## src/rtl/vga_io_regs_pkg.sv

```systemverilog
// Shared constants and payload types for the vga_io_regs register bank.
package vga_io_pkg;

    localparam int unsigned ADDR_W   = 4;
    localparam int unsigned DATA_W   = 16;
    localparam int unsigned SCORE_W  = 16;
    localparam int unsigned VALUE_W  = 8;
    localparam int unsigned STATUS_W = 2;
    localparam int unsigned WINNER_W = 2;
    localparam int unsigned NUM_BTN  = 4;

    localparam logic [ADDR_W-1:0] ADDR_P1     = 4'd0;
    localparam logic [ADDR_W-1:0] ADDR_P2     = 4'd1;
    localparam logic [ADDR_W-1:0] ADDR_P3     = 4'd2;
    localparam logic [ADDR_W-1:0] ADDR_P4     = 4'd3;
    localparam logic [ADDR_W-1:0] ADDR_VALUE  = 4'd4;
    localparam logic [ADDR_W-1:0] ADDR_CTRL   = 4'd5;
    localparam logic [ADDR_W-1:0] ADDR_COMMIT = 4'd6;
    localparam logic [ADDR_W-1:0] ADDR_BTN    = 4'd7;
    localparam logic [ADDR_W-1:0] ADDR_IRQEN  = 4'd8;

    localparam int unsigned CTRL_STATUS_LSB = 0;
    localparam int unsigned CTRL_WINNER_LSB = 2;
    localparam int unsigned BTN_STICKY_LSB  = 4;

    // Everything the display consumes; committed as one unit on vsync fall.
    typedef struct packed {
        logic [SCORE_W-1:0]  p1;
        logic [SCORE_W-1:0]  p2;
        logic [SCORE_W-1:0]  p3;
        logic [SCORE_W-1:0]  p4;
        logic [VALUE_W-1:0]  value;
        logic [STATUS_W-1:0] status;
        logic [WINNER_W-1:0] winner;
    } disp_regs_t;

    function automatic logic [DATA_W-1:0] ctrl_word(input logic [STATUS_W-1:0] status,
                                                    input logic [WINNER_W-1:0] winner);
        logic [DATA_W-1:0] w;
        w = '0;
        w[CTRL_STATUS_LSB +: STATUS_W] = status;
        w[CTRL_WINNER_LSB +: WINNER_W] = winner;
        return w;
    endfunction

endpackage

```

## src/rtl/vga_io_regs_if.sv

```systemverilog
// Processor memory-mapped bus between the CPU and the vga_io_regs bank.
interface vga_io_regs_if;
    import vga_io_pkg::*;

    logic              we;
    logic              re;
    logic [ADDR_W-1:0] addr;
    logic [DATA_W-1:0] wdata;
    logic [DATA_W-1:0] rdata;

    modport master (output we, output re, output addr, output wdata, input rdata);
    modport slave  (input we, input re, input addr, input wdata, output rdata);
endinterface

```

## src/rtl/vga_io_regs_btn_debounce.sv

```systemverilog
// One button: 2-flop synchronizer, mismatch counter and debounced level.
module btn_debounce #(
    parameter int unsigned DEBOUNCE_CYCLES = 16
) (
    input  logic clk,
    input  logic rst,
    input  logic btn_raw,
    output logic level,
    output logic rise_c
);
    localparam int unsigned CNT_W = (DEBOUNCE_CYCLES > 2) ? $clog2(DEBOUNCE_CYCLES) : 1;
    localparam logic [CNT_W-1:0] CNT_MAX = CNT_W'(DEBOUNCE_CYCLES - 1);

    logic             sync1;
    logic             s;
    logic [CNT_W-1:0] cnt;
    logic             flip_c;

    // Flip happens on the edge where the mismatch has lasted DEBOUNCE_CYCLES cycles.
    assign flip_c = (s != level) && (cnt == CNT_MAX);
    assign rise_c = flip_c & ~level;

    always_ff @(posedge clk or posedge rst) begin
        if (rst) begin
            sync1 <= 1'b0;
            s     <= 1'b0;
            cnt   <= '0;
            level <= 1'b0;
        end else begin
            sync1 <= btn_raw;
            s     <= sync1;
            if (s == level) begin
                cnt <= '0;
            end else if (flip_c) begin
                level <= ~level;
                cnt   <= '0;
            end else begin
                cnt <= cnt + CNT_W'(1);
            end
        end
    end
endmodule

```

## src/rtl/vga_io_regs.sv

```systemverilog
// Register bank feeding the vga block: shadow scores committed on vsync fall,
// debounced player buttons with sticky press flags and a level interrupt.
module vga_io_regs
    import vga_io_pkg::*;
#(
    parameter int unsigned DEBOUNCE_CYCLES = 16
) (
    input  logic                clk,
    input  logic                rst,
    vga_io_regs_if.slave        bus,
    input  logic [NUM_BTN-1:0]  btn_raw,
    input  logic                vsync,
    output logic [SCORE_W-1:0]  p1,
    output logic [SCORE_W-1:0]  p2,
    output logic [SCORE_W-1:0]  p3,
    output logic [SCORE_W-1:0]  p4,
    output logic [VALUE_W-1:0]  value,
    output logic [STATUS_W-1:0] screenStatus,
    output logic [WINNER_W-1:0] winnerPlayerNum,
    output logic                p1Btn,
    output logic                p2Btn,
    output logic                p3Btn,
    output logic                p4Btn,
    output logic                irq
);
    disp_regs_t         shadow;
    disp_regs_t         shadow_d;
    disp_regs_t         shown;
    logic               pending;
    logic               vsync_q;
    logic [NUM_BTN-1:0] sticky;
    logic [NUM_BTN-1:0] sticky_d;
    logic [NUM_BTN-1:0] irq_en;
    logic [NUM_BTN-1:0] level;
    logic [NUM_BTN-1:0] rise_c;
    logic               vsync_fall_c;
    logic               commit_wr_c;
    logic               btn_wr_c;
    logic               irqen_wr_c;
    logic [DATA_W-1:0]  rd_mux_c;

    for (genvar i = 0; i < NUM_BTN; i++) begin : g_btn
        btn_debounce #(.DEBOUNCE_CYCLES(DEBOUNCE_CYCLES)) u_db (
            .clk    (clk),
            .rst    (rst),
            .btn_raw(btn_raw[i]),
            .level  (level[i]),
            .rise_c (rise_c[i])
        );
    end

    assign vsync_fall_c = vsync_q & ~vsync;
    assign commit_wr_c  = bus.we && (bus.addr == ADDR_COMMIT);
    assign btn_wr_c     = bus.we && (bus.addr == ADDR_BTN);
    assign irqen_wr_c   = bus.we && (bus.addr == ADDR_IRQEN);

    // Shadow write decode.
    always_comb begin
        shadow_d = shadow;
        if (bus.we) begin
            unique case (bus.addr)
                ADDR_P1:    shadow_d.p1 = bus.wdata;
                ADDR_P2:    shadow_d.p2 = bus.wdata;
                ADDR_P3:    shadow_d.p3 = bus.wdata;
                ADDR_P4:    shadow_d.p4 = bus.wdata;
                ADDR_VALUE: shadow_d.value = bus.wdata[VALUE_W-1:0];
                ADDR_CTRL: begin
                    shadow_d.status = bus.wdata[CTRL_STATUS_LSB +: STATUS_W];
                    shadow_d.winner = bus.wdata[CTRL_WINNER_LSB +: WINNER_W];
                end
                default: ;
            endcase
        end
    end

    // A new press wins over a same-cycle clear of the same flag.
    always_comb begin
        sticky_d = sticky;
        if (btn_wr_c) begin
            sticky_d = sticky & ~bus.wdata[BTN_STICKY_LSB +: NUM_BTN];
        end
        sticky_d = sticky_d | rise_c;
    end

    always_comb begin
        rd_mux_c = '0;
        unique case (bus.addr)
            ADDR_P1:     rd_mux_c = shadow.p1;
            ADDR_P2:     rd_mux_c = shadow.p2;
            ADDR_P3:     rd_mux_c = shadow.p3;
            ADDR_P4:     rd_mux_c = shadow.p4;
            ADDR_VALUE:  rd_mux_c = DATA_W'(shadow.value);
            ADDR_CTRL:   rd_mux_c = ctrl_word(shadow.status, shadow.winner);
            ADDR_COMMIT: rd_mux_c = DATA_W'(pending);
            ADDR_BTN:    rd_mux_c = DATA_W'({sticky, level});
            ADDR_IRQEN:  rd_mux_c = DATA_W'(irq_en);
            default:     rd_mux_c = '0;
        endcase
    end

    // Commit copies the pre-write shadow since shadow updates on the same edge.
    always_ff @(posedge clk or posedge rst) begin
        if (rst) begin
            shadow    <= '0;
            shown     <= '0;
            pending   <= 1'b0;
            vsync_q   <= 1'b1;
            sticky    <= '0;
            irq_en    <= '0;
            bus.rdata <= '0;
        end else begin
            shadow  <= shadow_d;
            vsync_q <= vsync;
            if (vsync_fall_c && pending) begin
                shown <= shadow;
            end
            pending <= commit_wr_c | (pending & ~vsync_fall_c);
            sticky  <= sticky_d;
            if (irqen_wr_c) begin
                irq_en <= bus.wdata[NUM_BTN-1:0];
            end
            if (bus.re) begin
                bus.rdata <= rd_mux_c;
            end
        end
    end

    assign p1              = shown.p1;
    assign p2              = shown.p2;
    assign p3              = shown.p3;
    assign p4              = shown.p4;
    assign value           = shown.value;
    assign screenStatus    = shown.status;
    assign winnerPlayerNum = shown.winner;
    assign p1Btn           = level[0];
    assign p2Btn           = level[1];
    assign p3Btn           = level[2];
    assign p4Btn           = level[3];
    assign irq             = |(sticky & irq_en);
endmodule

```

## src/flat_wrapper.sv

```systemverilog
// flat-port wrapper written by rule: the top's interface ports become plain ports
module vga_io_regs_flat import vga_io_pkg::*;
#(
    parameter int unsigned DEBOUNCE_CYCLES = 16
)
  (clk, rst, btn_raw, vsync, p1, p2, p3, p4, value, screenStatus, winnerPlayerNum, p1Btn, p2Btn, p3Btn, p4Btn, irq, bus_we, bus_re, bus_addr, bus_wdata, bus_rdata);
  vga_io_regs_if bus_i ();
  input  logic clk;
  input  logic rst;
  input  logic [NUM_BTN-1:0] btn_raw;
  input  logic vsync;
  output logic [SCORE_W-1:0] p1;
  output logic [SCORE_W-1:0] p2;
  output logic [SCORE_W-1:0] p3;
  output logic [SCORE_W-1:0] p4;
  output logic [VALUE_W-1:0] value;
  output logic [STATUS_W-1:0] screenStatus;
  output logic [WINNER_W-1:0] winnerPlayerNum;
  output logic p1Btn;
  output logic p2Btn;
  output logic p3Btn;
  output logic p4Btn;
  output logic irq;
  input wire logic [$bits(bus_i.we)-1:0] bus_we;
  input wire logic [$bits(bus_i.re)-1:0] bus_re;
  input wire logic [$bits(bus_i.addr)-1:0] bus_addr;
  input wire logic [$bits(bus_i.wdata)-1:0] bus_wdata;
  output wire logic [$bits(bus_i.rdata)-1:0] bus_rdata;
  assign bus_i.we = bus_we;
  assign bus_i.re = bus_re;
  assign bus_i.addr = bus_addr;
  assign bus_i.wdata = bus_wdata;
  assign bus_rdata = bus_i.rdata;
  vga_io_regs #(.DEBOUNCE_CYCLES(DEBOUNCE_CYCLES)) u_core (.clk(clk), .rst(rst), .bus(bus_i), .btn_raw(btn_raw), .vsync(vsync), .p1(p1), .p2(p2), .p3(p3), .p4(p4), .value(value), .screenStatus(screenStatus), .winnerPlayerNum(winnerPlayerNum), .p1Btn(p1Btn), .p2Btn(p2Btn), .p3Btn(p3Btn), .p4Btn(p4Btn), .irq(irq));
endmodule
```

## config.mk

```make
export PLATFORM = sky130hd
export DESIGN_NAME = vga_io_regs_flat
export DESIGN_NICKNAME = d
export VERILOG_FILES = /design/src/rtl/vga_io_regs_pkg.sv /design/src/rtl/vga_io_regs_if.sv /design/src/rtl/vga_io_regs_btn_debounce.sv /design/src/rtl/vga_io_regs.sv /design/src/flat_wrapper.sv
export SDC_FILE = /design/constraint.sdc
export NUM_CORES = 1
export LEC_CHECK = 0
export ABC_AREA = 1
export ABC_CLOCK_PERIOD_IN_PS = 8800
export CAP_MARGIN = 0
export CORE_ASPECT_RATIO = 0.9
export CORE_MARGIN = 10
export CORE_UTILIZATION = 40
export CTS_CLUSTER_SIZE = 10
export DETAILED_ROUTE_END_ITERATION = 8
export PLACE_DENSITY = 0.73
export SETUP_SLACK_MARGIN = 0.1
export SLEW_MARGIN = 20
export SYNTH_ARGS = -nofsm -noshare
export SYNTH_HDL_FRONTEND = slang
export SYNTH_SLANG_ARGS = --single-unit
```

## constraint.sdc

```tcl
create_clock -name clk -period 8.8 [get_ports clk]
set_clock_uncertainty 0.05 [all_clocks]
set_input_delay 1.32 -clock clk [delete_from_list [all_inputs] [get_ports clk]]
set_output_delay 1.32 -clock clk [all_outputs]
set_load 0.005 [all_outputs]
```

Word-level counts from Yosys, hierarchy flattened
Cells that the tools add are included.
{"block": "totals", "register_bits": 206, "wordCells": 110, "out_inout_bits": 97, "in_bits": 29}
{"block": "classes", "add_sub_neg": 4, "n_bitwise": 21, "n_reduce_logical": 20, "eq_ne": 20, "n_mux": 10}
{"operator": "$pmux 16 s9", "count": 1}
{"operator": "$mux 4", "count": 9}
{"operator": "$eq 4x4->1 const B", "count": 5}
{"operator": "$reduce_and 2->1", "count": 10}
{"operator": "$add 4x1->4 const B", "count": 4}
{"operator": "$eq 4x3->1 const B", "count": 4}
{"operator": "$not 1->1", "count": 10}
{"operator": "$and 4x4->4", "count": 2}
{"operator": "$eq 4x2->1 const B", "count": 2}
{"operator": "$logic_and 1x1->1", "count": 8}
{"operator": "$and 1x1->1", "count": 6}
{"operator": "$eq 1x1->1", "count": 4}
{"operator": "$eq 4x1->1 const B", "count": 1}
{"operator": "$logic_not 4->1", "count": 1}
{"operator": "$ne 1x1->1", "count": 4}
{"operator": "$not 4->4", "count": 1}
{"operator": "$or 4x4->4", "count": 1}
{"operator": "$reduce_or 4->1", "count": 1}
{"operator": "$or 1x1->1", "count": 1}

Logic depth before layout (Yosys ltp)
Gate-level depths: netlist of run 1.
{"block": "depth", "word_depth": 5, "ltp_mapped": 10, "depth_no_buf": 10}

By module
Synthesis of run 1 repeated with hierarchy kept, for this count alone.
{"block": "unflattened", "hier_cells": 877, "area_unflattened_um2": 8545.7}
{"module": "vga_io_regs", "instances": 1, "area_per_inst_um2": 7324.5, "cells_each": 745}
{"module": "btn_debounce", "instances": 4, "area_per_inst_um2": 305.3, "cells_each": 33}

Worst setup path before layout of run 1
OpenSTA, ideal clock, no wires.
{"block": "synth_path", "path_kind": "input port to flip-flop", "startpoint": "input port vsync", "endpoint": "register u_core.shown, in the netlist u_core.p1[12]", "setup_slack_ns": 6.432, "t_required_ns": 8.625, "path_stages": 5, "n_path_buf": 2, "t_arrival_ns": 2.193, "path_cell_list": "nor2_1 -> nand2_1 -> buf_2 -> buf_2 -> mux2_2"}
{"block": "synth_between", "elab_chain_len": 3}
{"item": "start: declaration", "line": "flat_wrapper.sv:11", "rtl": "input logic vsync;"}
{"item": "$not 1->1", "line": "vga_io_regs.sv:52", "rtl": "assign vsync_fall_c = vsync_q & ~vsync;"}
{"item": "$and 1x1->1", "line": "vga_io_regs.sv:52"}
{"item": "$logic_and 1x1->1", "line": "vga_io_regs.sv:114", "rtl": "if (vsync_fall_c && pending) begin"}
{"item": "end signal: assignment", "line": "vga_io_regs.sv:115", "rtl": "shown <= shadow;"}
{"item": "end: declaration", "line": "vga_io_regs.sv:28", "rtl": "disp_regs_t shown;"}
No other way between the ends.
A chain may end at the register's enable or synchronous reset.

Worst setup path after layout of run 1
{"block": "layout_path", "startpoint": "input port bus_addr[0]", "endpoint": "register u_core.shadow[20] (netlist bit)"}
{"block": "layout_between", "elab_chain_len": 2}
{"item": "start: declaration", "line": "flat_wrapper.sv:26", "rtl": "input wire logic [$bits(bus_i.addr)-1:0] bus_addr;"}
{"item": "$eq 4x2->1", "line": "vga_io_regs.sv:61", "rtl": "unique case (bus.addr)"}
{"item": "$reduce_and 2->1 (no source line)"}
{"item": "end signal: assignment", "line": "vga_io_regs.sv:112", "rtl": "shadow <= shadow_d;"}
{"item": "end: declaration", "line": "vga_io_regs.sv:26", "rtl": "disp_regs_t shadow;"}
No other way between the ends.

==> qor.yml, run 1 <==
layout_commonest_cell: "nand2_1"
ys_warn_count: 0
worst_hold_slack_ns: 0.3027
cp_data_arrival_time_ns: 3.70
syn_inst: 832
regArea_um2: 5156
cts_tree: "built"
clock_sinks: 206
dr.pass1.iters: 6
crit_type: "input pin to flop"
antenna_cells: 0
ctsResizeCount: 0
yosys-mux-area-fraction_pct: 7.614
rrSetupSlack_ns: 6.71
ir_drop_v: 0.0001310
yosysSeqAreaShare_pct: 61.16
grt_max_degree: 137
synth_top_family_by_area: "simple AND/OR/NAND/NOR gates"
critPathRequiredTime_ns: 9.13
io_pins: 126
crit_family: "simple AND/OR/NAND/NOR gates"
hp-class: "flop to flop"
detailed_place_hpwl_um: 15460
yosys.area_share.simple_pct: 16.34
tightest_slew_ns: 0.9410
synthAdderAreaFrac_pct: 0.5936
nNetsFinal: 987
status: "complete, no violations"
final_cells: 1251
clockBufferDepth: 3
worstPathCellList: "clkdlybuf4s50_1 > nand2_1 > nor2_2 > nand2_1 > o21ai_0"
antenna_left: 0
grt_pass1_vias: 6199
maxCapViolCount: 0
crit_start: "bus_addr[0]"
grt_pass1_wl_um: 34800
synth_compound_area_share_pct: 7.881
die_y_um: 157.7
rows: 50
total_power_uw: 2686
drtIter0Drc: 579
vias: 6239
initial_core_util_pct: 40.59
dp.cells: 1214
worst_hold_path.num_cells: 0
cts_made_buffers: 24
crit_slowest_cell: "nand2_1"
endpoint: "u_core.shadow[20]"
portBuffers: 125
htreeDepth: 1
r2r_start: "u_core.vsync_q"
p_per_area_nw_per_um2: 254.4
final_util_pct: 50.85
timing.fmax_mhz: 297.2
r2r_cells: 5
hold_viol_final: 0
areaGrowthSynthToFinish_pct: 25.27
slowest_delay_ns: 0.71
grt_overflow_total: 0
drive_above_1_share_pct: 11.81
finalCriticalPeriod_ns: 3.364
place_congestion: 0.8448
rsz0062_at_grt: "no"
cp_num_cells: 5
wl_per_cell_um: 17.41
r2r-end: "u_core.p4[1]"
clock_latency_ns: 0.50
dieWidth_um: 173.0
clk_pin_slew_worst_paths_ns: 0.05
ys_ff_latch: 206
cp-end-kind: "flop"
critPathMaxFanout: 32
final_cell_mix: "228 x nand2_1, 205 x dfrtp_1, 125 x clkdlybuf4s50_1, 71 x o21ai_0, 57 x mux2_2"
synthesis.nets: 865
n_fill_cell: 1896
cpMostUsedCell: "nand2_1"
p_leak_uw: 0.005075
min_period_over_period_pct: 38.23
multi_input_area_um2: 2855
slew_headroom_pct: 37.27
final.setup.tns_ns: 0
drt-vias-per-instance: 4.987
synth-xor-area-share_pct: 1.351
antenna_found_initial: 0
cts_root_buf: "clkbuf_16"
netlist_area_um2: 8431
yosysUniqueCellTypes: 26
cp-start-kind: "input pin"
route.detailed.drc: 0
crit_buf_inv: 1
cts_setup_buffers: 0
syn-mean-instance-area_um2: 10.13
coreArea_um2: 20770
grt_util_all_layers_pct: 15.73
drv_slew: 0
setup_viol: 0
ctsHoldBuffers: 0
wirelength_um: 21780
dieArea_um2: 27290
==> synth_stat cells (all sizes together) <==
cell / n / area (um^2)
buf: 27 / 173.9
clkbuf: 4 / 15.01
dfrtp: 205 / 5130
dfstp: 1 / 26.28
ha: 4 / 50.05
inv: 62 / 237.7
mux2: 57 / 641.9
nand2: 237 / 919.6
nand3: 43 / 220.2
nand4: 3 / 18.77
nor2: 43 / 198.9
nor3: 4 / 20.02
o21ai: 129 / 664.4
xnor2: 9 / 78.83
xor2: 4 / 35.03
==> how the worst min path moves through the flow <==
stage | from | to | slack [ns]
floorplan | u_core.g_btn[0].u_db.sync1 | u_core.g_btn[0].u_db.s | 0.28
global placement | u_core.g_btn[1].u_db.sync1 | u_core.g_btn[1].u_db.s | 0.28
detailed placement | u_core.g_btn[3].u_db.sync1 | u_core.g_btn[3].u_db.s | 0.29
CTS | u_core.g_btn[1].u_db.sync1 | u_core.g_btn[1].u_db.s | 0.31
global route | u_core.g_btn[1].u_db.sync1 | u_core.g_btn[1].u_db.s | 0.31
finish | u_core.g_btn[1].u_db.sync1 | u_core.g_btn[1].u_db.s | 0.30
==> report_power, final <==
group / internal, uW / total, uW / switching, uW / leakage, uW
Clock: 524 / 874 / 350 / 0.000328
Sequential: 1140 / 1280 / 135 / 0.00267
Combinational: 314 / 534 / 220 / 0.00207
==> area by class of cell <==
class	count	share of cell area, %
flip-flops and latches	206	48.82
multi-input cells	533	27.03
repair buffers	127	11.99
clock buffers	37	6.445
well taps	286	3.388
inverters	62	2.322
==> registers in the layout, indices dropped and copies added, names as in the netlist <==
register,count
u_core.bus.rdata,16
u_core.g_btn.u_db.cnt,16
u_core.g_btn.u_db.level,4
u_core.g_btn.u_db.s,4
u_core.g_btn.u_db.sync1,4
u_core.irq_en,4
u_core.p1,16
u_core.p2,16
u_core.p3,16
u_core.p4,16
u_core.pending,1
u_core.screenStatus,2
u_core.shadow,76
u_core.sticky,4
u_core.value,8
u_core.vsync_q,1
u_core.winnerPlayerNum,2
==> cell families (layout without fill, tap and decap cells) <==
group / count (synthesis) / in the layout
adder cells (fa/ha/maj): 4 / 4
flip-flops: 206 / 206
AO/OA/AOI/OAI: 129 / 129
XOR/XNOR: 13 / 13
multiplexers: 57 / 57
AND/OR/NAND/NOR: 330 / 330
buffers and inverters: 93 / 226
==> stage by stage <==
step / area [um^2] / worst slack [ns]
2_1_floorplan: 8431 / 1.808
6_report: 10560 / 5.436
4_1_cts: 10560 / 5.501
3_5_place_dp: 9881 / 4.988
3_3_place_gp: 9881 / 5.101
5_1_grt: 10560 / 5.254
==> layer usage <==
layer / routed length [um] / GRT usage (%)
met5: 0 / 0
met4: 367 / 4.266
met3: 1442 / 3.930
met2: 9831 / 24.52
met1: 10140 / 21.46
No activity file was read; power rests on OpenSTA's default activity.
==> run 2, diff against run 1 <==
--- a/config.mk
+++ b/config.mk
@@ -6,14 +6,14 @@
 export NUM_CORES = 1
 export LEC_CHECK = 0
 export ABC_AREA = 1
-export ABC_CLOCK_PERIOD_IN_PS = 8800
+export ABC_CLOCK_PERIOD_IN_PS = 2700
 export CAP_MARGIN = 0
 export CORE_ASPECT_RATIO = 0.9
 export CORE_MARGIN = 10
 export CORE_UTILIZATION = 40
 export CTS_CLUSTER_SIZE = 10
 export DETAILED_ROUTE_END_ITERATION = 8
-export PLACE_DENSITY = 0.73
+export PLACE_DENSITY = 0.75
 export SETUP_SLACK_MARGIN = 0.1
 export SLEW_MARGIN = 20
 export SYNTH_ARGS = -nofsm -noshare
==> constraint.sdc (replaced) <==
create_clock -name clk -period 2.7 [get_ports clk]
set_clock_uncertainty 0.05 [all_clocks]
set_input_delay 0.405 -clock clk [delete_from_list [all_inputs] [get_ports clk]]
set_output_delay 0.405 -clock clk [all_outputs]
set_load 0.005 [all_outputs]
==> run 2 against run 1 <==
  * Count of clock-buffer cells in the layout shrank 2
  * Global-route usage is 0.30 points higher
  * Combinational power rose to 3.3 times the previous value
  * Sequential share of layout area down 0.67 points
  * Sequential power rose to 3.3 times the previous value
  * Highest routed layer unchanged
  * Setup slack lost 4.8 ns
  * Register-to-register slack worse by 5.8 ns
  * Clock power rose to 3.3 times the previous value
==> qor.yml, run 2 (synthesis results as in run 1) <==
drv_slew: 0  # unchanged
grt_pass1_vias: 6295  # was 6199
antenna_found_initial: 0  # unchanged
ir_drop_v: 0.0004515  # was 0.0001310 V
dieArea_um2: 27290  # unchanged
final_cell_mix: "228 x nand2_1, 205 x dfrtp_1, 125 x clkdlybuf4s50_1, 71 x o21ai_0, 57 x mux2_2"  # unchanged
finalInstanceArea_um2: 10710  # was 10560 um^2
detailed_place_hpwl_um: 16040  # was 15460 um
drt-vias-per-instance: 4.956  # was 4.987
initial_core_util_pct: 40.59  # unchanged
rsz0062_at_grt: "no"  # unchanged
antenna_left: 0  # unchanged
areaGrowthSynthToFinish_pct: 27.01  # was 25.27%
r2r-end: "u_core.p1[2]"  # was u_core.p4[1]
crit_type: "input pin to flop"  # unchanged
regArea_um2: 5156  # unchanged
cts_root_buf: "clkbuf_16"  # unchanged
critPathMaxFanout: 32  # unchanged
io_pins: 126  # unchanged
cts_setup_buffers: 0  # unchanged
hp-class: "input pin to asynchronous set/reset pin"  # was flop to flop
cp-end-kind: "flop"  # unchanged
status: "complete, no violations"  # unchanged
place_congestion: 0.8893  # was 0.8448
layout_commonest_cell: "nand2_1"  # unchanged
vias: 6250  # was 6239
rows: 50  # unchanged
clock_sinks: 206  # unchanged
wl_per_cell_um: 17.59  # was 17.41 um
dr.pass1.iters: 6  # unchanged
tightest_slew_ns: 0.6674  # was 0.9410 ns
finalCriticalPeriod_ns: 2.056
grt_overflow_total: 0  # unchanged
largest-register: "u_core.shadow"  # unchanged
critPathRequiredTime_ns: 3.01  # was 9.13 ns
portBuffers: 125  # unchanged
drive_above_1_share_pct: 12.94  # was 11.81%
cp-start-kind: "input pin"  # unchanged
grt_pass1_wl_um: 35470  # was 34800 um
cts_tree: "built"  # unchanged
r2r_start: "u_core.vsync_q"  # unchanged
grt_max_degree: 77  # was 137
htreeDepth: 1  # unchanged
final.setup.tns_ns: 0  # unchanged
p_leak_uw: 0.005150  # was 0.005075 uW
dieWidth_um: 173.0  # unchanged
setup_viol: 0  # unchanged
clockBufferDepth: 3  # unchanged
slew_headroom_pct: 55.37  # was 37.27%
clock_latency_ns: 0.50  # about the same
ctsResizeCount: 0  # unchanged
timing.fmax_mhz: 486.4
cts_made_buffers: 24  # unchanged
route.detailed.drc: 0  # unchanged
hold_viol_final: 0  # unchanged
r2r_cells: 7  # was 5
grt_util_all_layers_pct: 16.03  # was 15.73%
clk_pin_slew_worst_paths_ns: 0.05  # about the same
min_period_over_period_pct: 76.14
final_util_pct: 51.55  # was 50.85%
wirelength_um: 22180  # was 21780 um
maxCapViolCount: 0  # unchanged
coreArea_um2: 20770  # unchanged
n_fill_cell: 1844  # was 1896
multi_input_area_um2: 2855  # unchanged
crit_start: "bus_addr[0]"  # unchanged
rrSetupSlack_ns: 0.94  # was 6.71 ns
largest_reg_flops: 76  # unchanged
drtIter0Drc: 678  # was 579
nNetsFinal: 998  # was 987
placed_area_um2: 10020  # was 9881 um^2
endpoint: "u_core.shadow[73]"  # was u_core.shadow[20]
die_y_um: 157.7  # unchanged
p_per_area_nw_per_um2: 823.5  # was 254.4 nW/um^2
ctsHoldBuffers: 0  # unchanged
cp_data_arrival_time_ns: 2.37  # was 3.70 ns
run 2: per-layer routing:
| layer | part of all wire, % | up-vias | global-route usage [%] |
|---|---|---|---|
| met1 | 46 | 3017 | 22.12 |
| met5 | 0 | - | 0 |
| met2 | 45 | 242 | 25.02 |
| met4 | 1.3 | 0 | 3.897 |
| met3 | 7.5 | 23 | 3.858 |
| li1 | - | 2968 | - |
run 2: layout make-up:
cell class / instances / area share [%]
multi-input cells: 533 / 26.67
inverters: 62 / 2.255
flip-flops and latches: 206 / 48.15
well taps: 286 / 3.342
clock buffers: 35 / 6.380
diodes: 1 / 0.02337
repair buffers: 138 / 13.18
run 2: critical path: stages:
cell and delay (ns):
clkdlybuf4s50_1 0.51, nor2_2 0.39, nand2_2 0.28, inv_2 0.17
nand2_2 0.33, nand2_1 0.18, o21ai_1 0.08
run 2: per-stage QoR:
step / instances / total power [uW] / worst slack (ns) / hold WS, ns
2_1_floorplan: 832 / 4827 / -0.4264 / 0.2812
3_3_place_gp: 1225 / 5944 / 0.2773 / 0.2828
3_5_place_dp: 1225 / 6011 / 0.1905 / 0.2856
4_1_cts: 1260 / 8895 / 0.6449 / 0.1650
5_1_grt: 1260 / 9261 / 0.5072 / 0.1741
6_report: 1261 / 8818 / 0.6441 / 0.1662
run 2: worst min path at each step:
| stage | end | startpoint | cells after the start | slack (ns) |
|---|---|---|---|---|
| floorplan | u_core.g_btn[0].u_db.s | u_core.g_btn[0].u_db.sync1 | 0 | 0.28 |
| global placement | u_core.g_btn[3].u_db.s | u_core.g_btn[3].u_db.sync1 | 0 | 0.28 |
| detailed placement | u_core.g_btn[2].u_db.s | u_core.g_btn[2].u_db.sync1 | 0 | 0.29 |
| CTS | u_core.p3[14] | rst | 2 | 0.17 |
| global route | u_core.p3[14] | rst | 2 | 0.17 |
| finish | u_core.p3[14] | rst | 2 | 0.17 |
run 2: power by group:
part	switching, uW	internal (uW)
combinational	716	1040
sequential	471	3730
clock	1150	1720
total	2330	6490
